### src/rtl/pit_wdog.sv
// Windowed-kick watchdog clocked by an upstream PIT tick: DISABLED -> RUN -> WARN -> FIRE pulse -> RUN.
// Optional macro PIT_WDOG_WINDOW_EN: a completed kick while cnt > timeout_reg>>1 counts as too early and fires.
module pit_wdog #(
    parameter int COUNT_SIZE = 16,
    parameter int DWIDTH     = 16,
    parameter int RST_PULSE  = 8
) (
    input  logic                  bus_clk,
    input  logic                  async_rst_b,
    input  logic                  sync_reset,
    input  logic                  tick_i,
    input  logic [DWIDTH-1:0]     write_data,
    input  logic                  enable_we,
    input  logic                  timeout_we,
    input  logic                  kick_we,
    output logic [COUNT_SIZE-1:0] cnt_o,
    output logic [1:0]            state_o,
    output logic                  wdog_warn_o,
    output logic                  wdog_rst_o,
    output logic                  wdog_fired_o
);

    typedef enum logic [1:0] {
        ST_DISABLED = 2'd0,
        ST_RUN      = 2'd1,
        ST_WARN     = 2'd2,
        ST_FIRE     = 2'd3
    } state_e;

    localparam logic [DWIDTH-1:0] KICK_ARM   = DWIDTH'(16'h5555);
    localparam logic [DWIDTH-1:0] KICK_DONE  = DWIDTH'(16'hAAAA);
    localparam logic [7:0]        PULSE_LAST = 8'(RST_PULSE - 1);

    state_e                  state_q, state_d;
    logic [COUNT_SIZE-1:0]   cnt_q, cnt_d;
    logic [COUNT_SIZE-1:0]   timeout_q, timeout_d;
    logic [7:0]              pulse_q, pulse_d;
    logic                    arm_q, arm_d;
    logic                    fired_q, fired_d;
    logic                    kick_done;
    logic                    fire;
    logic [COUNT_SIZE-1:0]   cnt_dec;

    always_comb begin
        state_d   = state_q;
        cnt_d     = cnt_q;
        timeout_d = timeout_q;
        pulse_d   = pulse_q;
        arm_d     = arm_q;
        fired_d   = fired_q;
        kick_done = 1'b0;
        fire      = 1'b0;
        cnt_dec   = cnt_q - COUNT_SIZE'(1);

        if (sync_reset) begin
            state_d   = ST_DISABLED;
            cnt_d     = '0;
            timeout_d = '1;
            pulse_d   = '0;
            arm_d     = 1'b0;
            fired_d   = 1'b0;
        end else begin
            unique case (state_q)
                ST_DISABLED: begin
                    if (timeout_we) timeout_d = COUNT_SIZE'(write_data);
                    if (enable_we && write_data[0]) begin
                        cnt_d   = timeout_q;
                        state_d = ST_RUN;
                    end
                end
                ST_RUN, ST_WARN: begin
                    // Unlock needs 5555 immediately followed by AAAA; anything else disarms.
                    if (kick_we) begin
                        arm_d = (write_data == KICK_ARM);
                        kick_done = (write_data == KICK_DONE) && arm_q;
                    end
                    if (kick_done) begin
`ifdef PIT_WDOG_WINDOW_EN
                        if (cnt_q > (timeout_q >> 1)) begin
                            fire = 1'b1;
                        end else begin
                            cnt_d   = timeout_q;
                            state_d = ST_RUN;
                        end
`else
                        cnt_d   = timeout_q;
                        state_d = ST_RUN;
`endif
                    end else if (tick_i) begin
                        if (cnt_q <= COUNT_SIZE'(1)) begin
                            cnt_d = '0;
                            fire  = 1'b1;
                        end else begin
                            cnt_d = cnt_dec;
                            if (state_q == ST_RUN && cnt_dec <= (timeout_q >> 2)) state_d = ST_WARN;
                        end
                    end
                end
                ST_FIRE: begin
                    if (pulse_q == 8'd0) begin
                        cnt_d   = timeout_q;
                        state_d = ST_RUN;
                    end else begin
                        pulse_d = pulse_q - 8'd1;
                    end
                end
                default: state_d = ST_DISABLED;
            endcase

            if (fire) begin
                state_d = ST_FIRE;
                fired_d = 1'b1;
                pulse_d = PULSE_LAST;
            end
        end
    end

    // NOTE: state flops use non-blocking assignments so every register samples the pre-edge values.
    always_ff @(posedge bus_clk or negedge async_rst_b) begin
        if (!async_rst_b) begin
            state_q   <= ST_DISABLED;
            cnt_q     <= '0;
            timeout_q <= '1;
            pulse_q   <= '0;
            arm_q     <= 1'b0;
            fired_q   <= 1'b0;
        end else begin
            state_q   <= state_d;
            cnt_q     <= cnt_d;
            timeout_q <= timeout_d;
            pulse_q   <= pulse_d;
            arm_q     <= arm_d;
            fired_q   <= fired_d;
        end
    end

    assign cnt_o        = cnt_q;
    assign state_o      = state_q;
    assign wdog_warn_o  = (state_q == ST_WARN);
    assign wdog_rst_o   = (state_q == ST_FIRE);
    assign wdog_fired_o = fired_q;

endmodule

### config.mk
export PLATFORM = sky130hd
export DESIGN_NAME = pit_wdog
export DESIGN_NICKNAME = d
export VERILOG_FILES = /design/src/rtl/pit_wdog.sv
export SDC_FILE = /design/constraint.sdc
export NUM_CORES = 1
export LEC_CHECK = 0
export BUFFER_PORTS_ARGS = -buffer_cell sky130_fd_sc_hd__buf_2
export CAP_MARGIN = 20
export CORE_UTILIZATION = 51
export CTS_CLUSTER_DIAMETER = 200
export DETAILED_ROUTE_END_ITERATION = 6
export PLACE_DENSITY = 0.73
export SLEW_MARGIN = 30
export SYNTH_ARGS = -nofsm -noshare
export SYNTH_HDL_FRONTEND = slang
export SYNTH_SLANG_ARGS = --single-unit
### constraint.sdc
create_clock -name bus_clk -period 6.1 [get_ports bus_clk]
set_input_delay 0 -clock bus_clk [delete_from_list [all_inputs] [get_ports bus_clk]]
set_output_delay 0 -clock bus_clk [all_outputs]
set_load 0.03 [all_outputs]
==> impl_metrics.yaml <==
power_and_ir_drop:
  ir_drop_mv: 0.1601
  finalPower_w: 0.001214
  switching_share_pct: 42.78
  p_sw_w: 0.0005193
  powerDensity_mw_per_mm2: 348.0
  p_clk_share_pct: 17.2
  p_int_w: 0.0006945
  pwr-share-seq_pct: 34.4
  static-leakage-power_nw: 1.709
  p_comb_share_pct: 48.4
synthesis:
  synth_edf_count: 0
  syn_inst: 320
  synth_nets: 365
  synth_ff_type: "dfrtp_1"
  synth_area_leaders: "dfrtp_1 24%, dfstp_2 14%, ha_1 9.3%, nand3_1 6.1%, nand2_1 3.8%"
  ys_async_sr_fraction_pct: 100.0
  syn_area_per_cell_sq_um: 9.259
  syn-cell-area_sq_mm: 0.002963
  seq_area_frac_synth_pct: 37.84
  synth_seq_cells: 44
  ys_types: 53
  synth_top_cell_by_area: "dfrtp_1"
  synthesis.yosys.warnings: 0
  synth_top_area_share_pct: 23.65
setup_path:
  crit_top_cell: "a211oi_1"
  critical_path_arrival_ns: 3.54
  cp.required_ns: 6.30
  reg2reg_from: "cnt_o[0]"
  endpoint_kind: "register"
  crit_cells: 10
  rr_endpoint: "state_o[0]"
  path_delay_family: "simple AND/OR/NAND/NOR gates"
  worstSetupPathType: "reg2reg"
  cp-startpoint: "cnt_o[0]"
  endpoint: "state_o[0]"
  worst-r2r-cell-count: 10
  cp-start-kind: "register"
  crit_path_max_fanout: 8
  max_stage_delay_ns: 0.65
  crit_buf_inv: 0
  rrSetupSlack_ns: 2.76
  cp_slowest_cell: "or4_1"
  worstPathCellList: "or4_1, or3_1, nor2_1, xor2_1, ha_1, a211oi_1, o21ai_0, a211oi_1, o311ai_1, o21a_1"
run:
  cap_violations: 0
floorplan:
  die_h_microns: 78.22
  ios: 44
  rows: 27
  design.core.area_sq_mm: 0.005540
  initial_core_util_pct: 53.48
  die_x_microns: 78.22
  die-area_sq_mm: 0.006118
status:
  status: "completed"
finish:
  antenna_cells: 0
  syn2layout_area_growth_pct: 17.74
  fin_nets: 418
  multi_input_area_sq_mm: 0.001698
  seqCellArea_sq_mm: 0.001121
  fillers: 503
  layout-drive-gt1-share_pct: 23.26
  instances_no_fill: 446
  final_cell_mix: "42 x buf_2, 36 x nand3_1, 30 x nand2_1, 28 x dfrtp_1"
  final_common_cell: "buf_2"
timing:
  layout_setup_ws_ns: 2.765
  tightest_slew_ns: 0.8100
  min_period_ns: 3.335
  hold_viol: 0
  setup_tns_ns: 0
  maxClockFrequency_mhz: 299.8
  rsz0062_at_grt: "false"
  period_share_pct: 54.68
  finalSetupViolCount: 0
  hold_ws_ns: 0.03631
  finalMaxSlewViolations: 0
  relSlewSlack_pct: 45.80
  skew_ns: 0.008282
route:
  drt-wirelength-per-cell_microns: 17.17
  vias_per_cell: 5.922
  first_pass_iters: 4
  route.met2.wl_mm: 3.641
  drc: 0
  wl_met3_microns: 353
  drt_iter0_drc: 256
  wl_mm: 7.659
  postRouteAntennaNets: 0
  vias: 2641
  dr.max_layer_used: "met4"
  drt-met1-wl_mm: 3.525
place:
  port_buffers: 43
  gp_congestion: 0.8984
  dp.cells: 421
  dp_slack_ns: 2.807
  hpwl_mm: 5.444
clock_network:
  clkLatencyLatePin_ns: 0.30
  numCtsBuffers: 5
  clkSlewWorstSetupHoldPaths_ns: 0.09
  clock-root-buffer: "clkbuf_8"
  cts_sinks: 44
  cts_tree: "built"
  htreeDepth: 2
  clockBufferDepth: 2
  cts_resized: 0
global_route:
  grt.total_usage_pct: 26.97
  grt_antenna_before_repair: 0
  overflow: 0
  grt_pass1_wl_mm: 12.72
  first_global_vias: 2532
  grt_max_degree: 45
min_path:
  hold_path_class: "in2reg"
  worstHoldStart: "sync_reset"
area by class of cell:
cell class              count  share of cell area (%)
clock buffers               6                   2.690
clock inverters             2                  0.3228
inverters                  23                   2.475
multi-input cells         239                   48.67
flip-flops and latches     44                   32.14
well taps                  72                   2.582
repair buffers             60                   11.12
sequential cells by signal (all words and copies together) (netlist names):
| name | count |
|---|---|
| cnt_o | 16 |
| timeout_q | 16 |
| pulse_q | 8 |
| state_o | 2 |
| arm_q | 1 |
| wdog_fired_o | 1 |
kinds of logic after synthesis:
| family | synth area share (%) |
|---|---|
| AO/OA/AOI/OAI | 15.46 |
| XOR/XNOR | 5.617 |
| adder cells (fa/ha/maj) | 9.290 |
| buffers and inverters | 5.067 |
| flip-flops | 37.84 |
| AND/OR/NAND/NOR | 26.73 |
power groups by stage:
stage	clock network [W]	registers, W	logic, W
floorplan	0	0.000457	0.000381
global placement	0	0.000419	0.000558
detailed placement	0	0.000421	0.000567
CTS	0.000215	0.000416	0.000582
global route	0.000227	0.000426	0.000652
finish	0.000209	0.000417	0.000588
worst min path at each step:
stage              endpoint  slack [ns]  depth (start not counted)
2_1_floorplan         arm_q       -0.30                          0
5_1_grt        wdog_fired_o        0.04                          2
3_3_place_gp       cnt_o[3]        0.21                          1
4_1_cts        wdog_fired_o        0.03                          2
3_5_place_dp       cnt_o[1]        0.21                          1
6_report       wdog_fired_o        0.04                          2
cell usage after synthesis (2+ instances only):
cell type	n
clkbuf_1	9
nor3_1	6
ha_1	22
nand2_1	30
nor2_1	21
dfrtp_1	28
a31oi_1	2
a221o_1	11
a211oi_1	3
inv_1	22
o2bb2ai_1	4
nand4_1	5
nor4_1	5
a21o_1	2
o21ai_1	4
xnor2_1	9
nand3_1	36
a21oi_1	13
xor2_1	10
or3_1	5
o21ai_0	2
nand4b_1	2
buf_2	3
or4_1	2
dfstp_2	16
nor4bb_1	6
nor2b_2	9
or4_4	3
o21a_1	6
stage by stage:
stage	cell area, sq um	util [%]
floorplan	2963	-
global placement	3204	57.84
detailed placement	3207	57.88
CTS	3482	62.85
global route	3488	62.96
finish	3488	62.96
per-layer routing:
metal,vias up,global-route usage [%]
li1,1259,-
met1,1288,37.48
met2,82,42.81
met3,12,4.535
met4,0,8.519
met5,-,0
timing repair:
item	CTS	global route
hold buffers	17	0
endpoints found under the hold margin	44	0
buffers inserted	0	0
(Power assumes the default switching activity.)
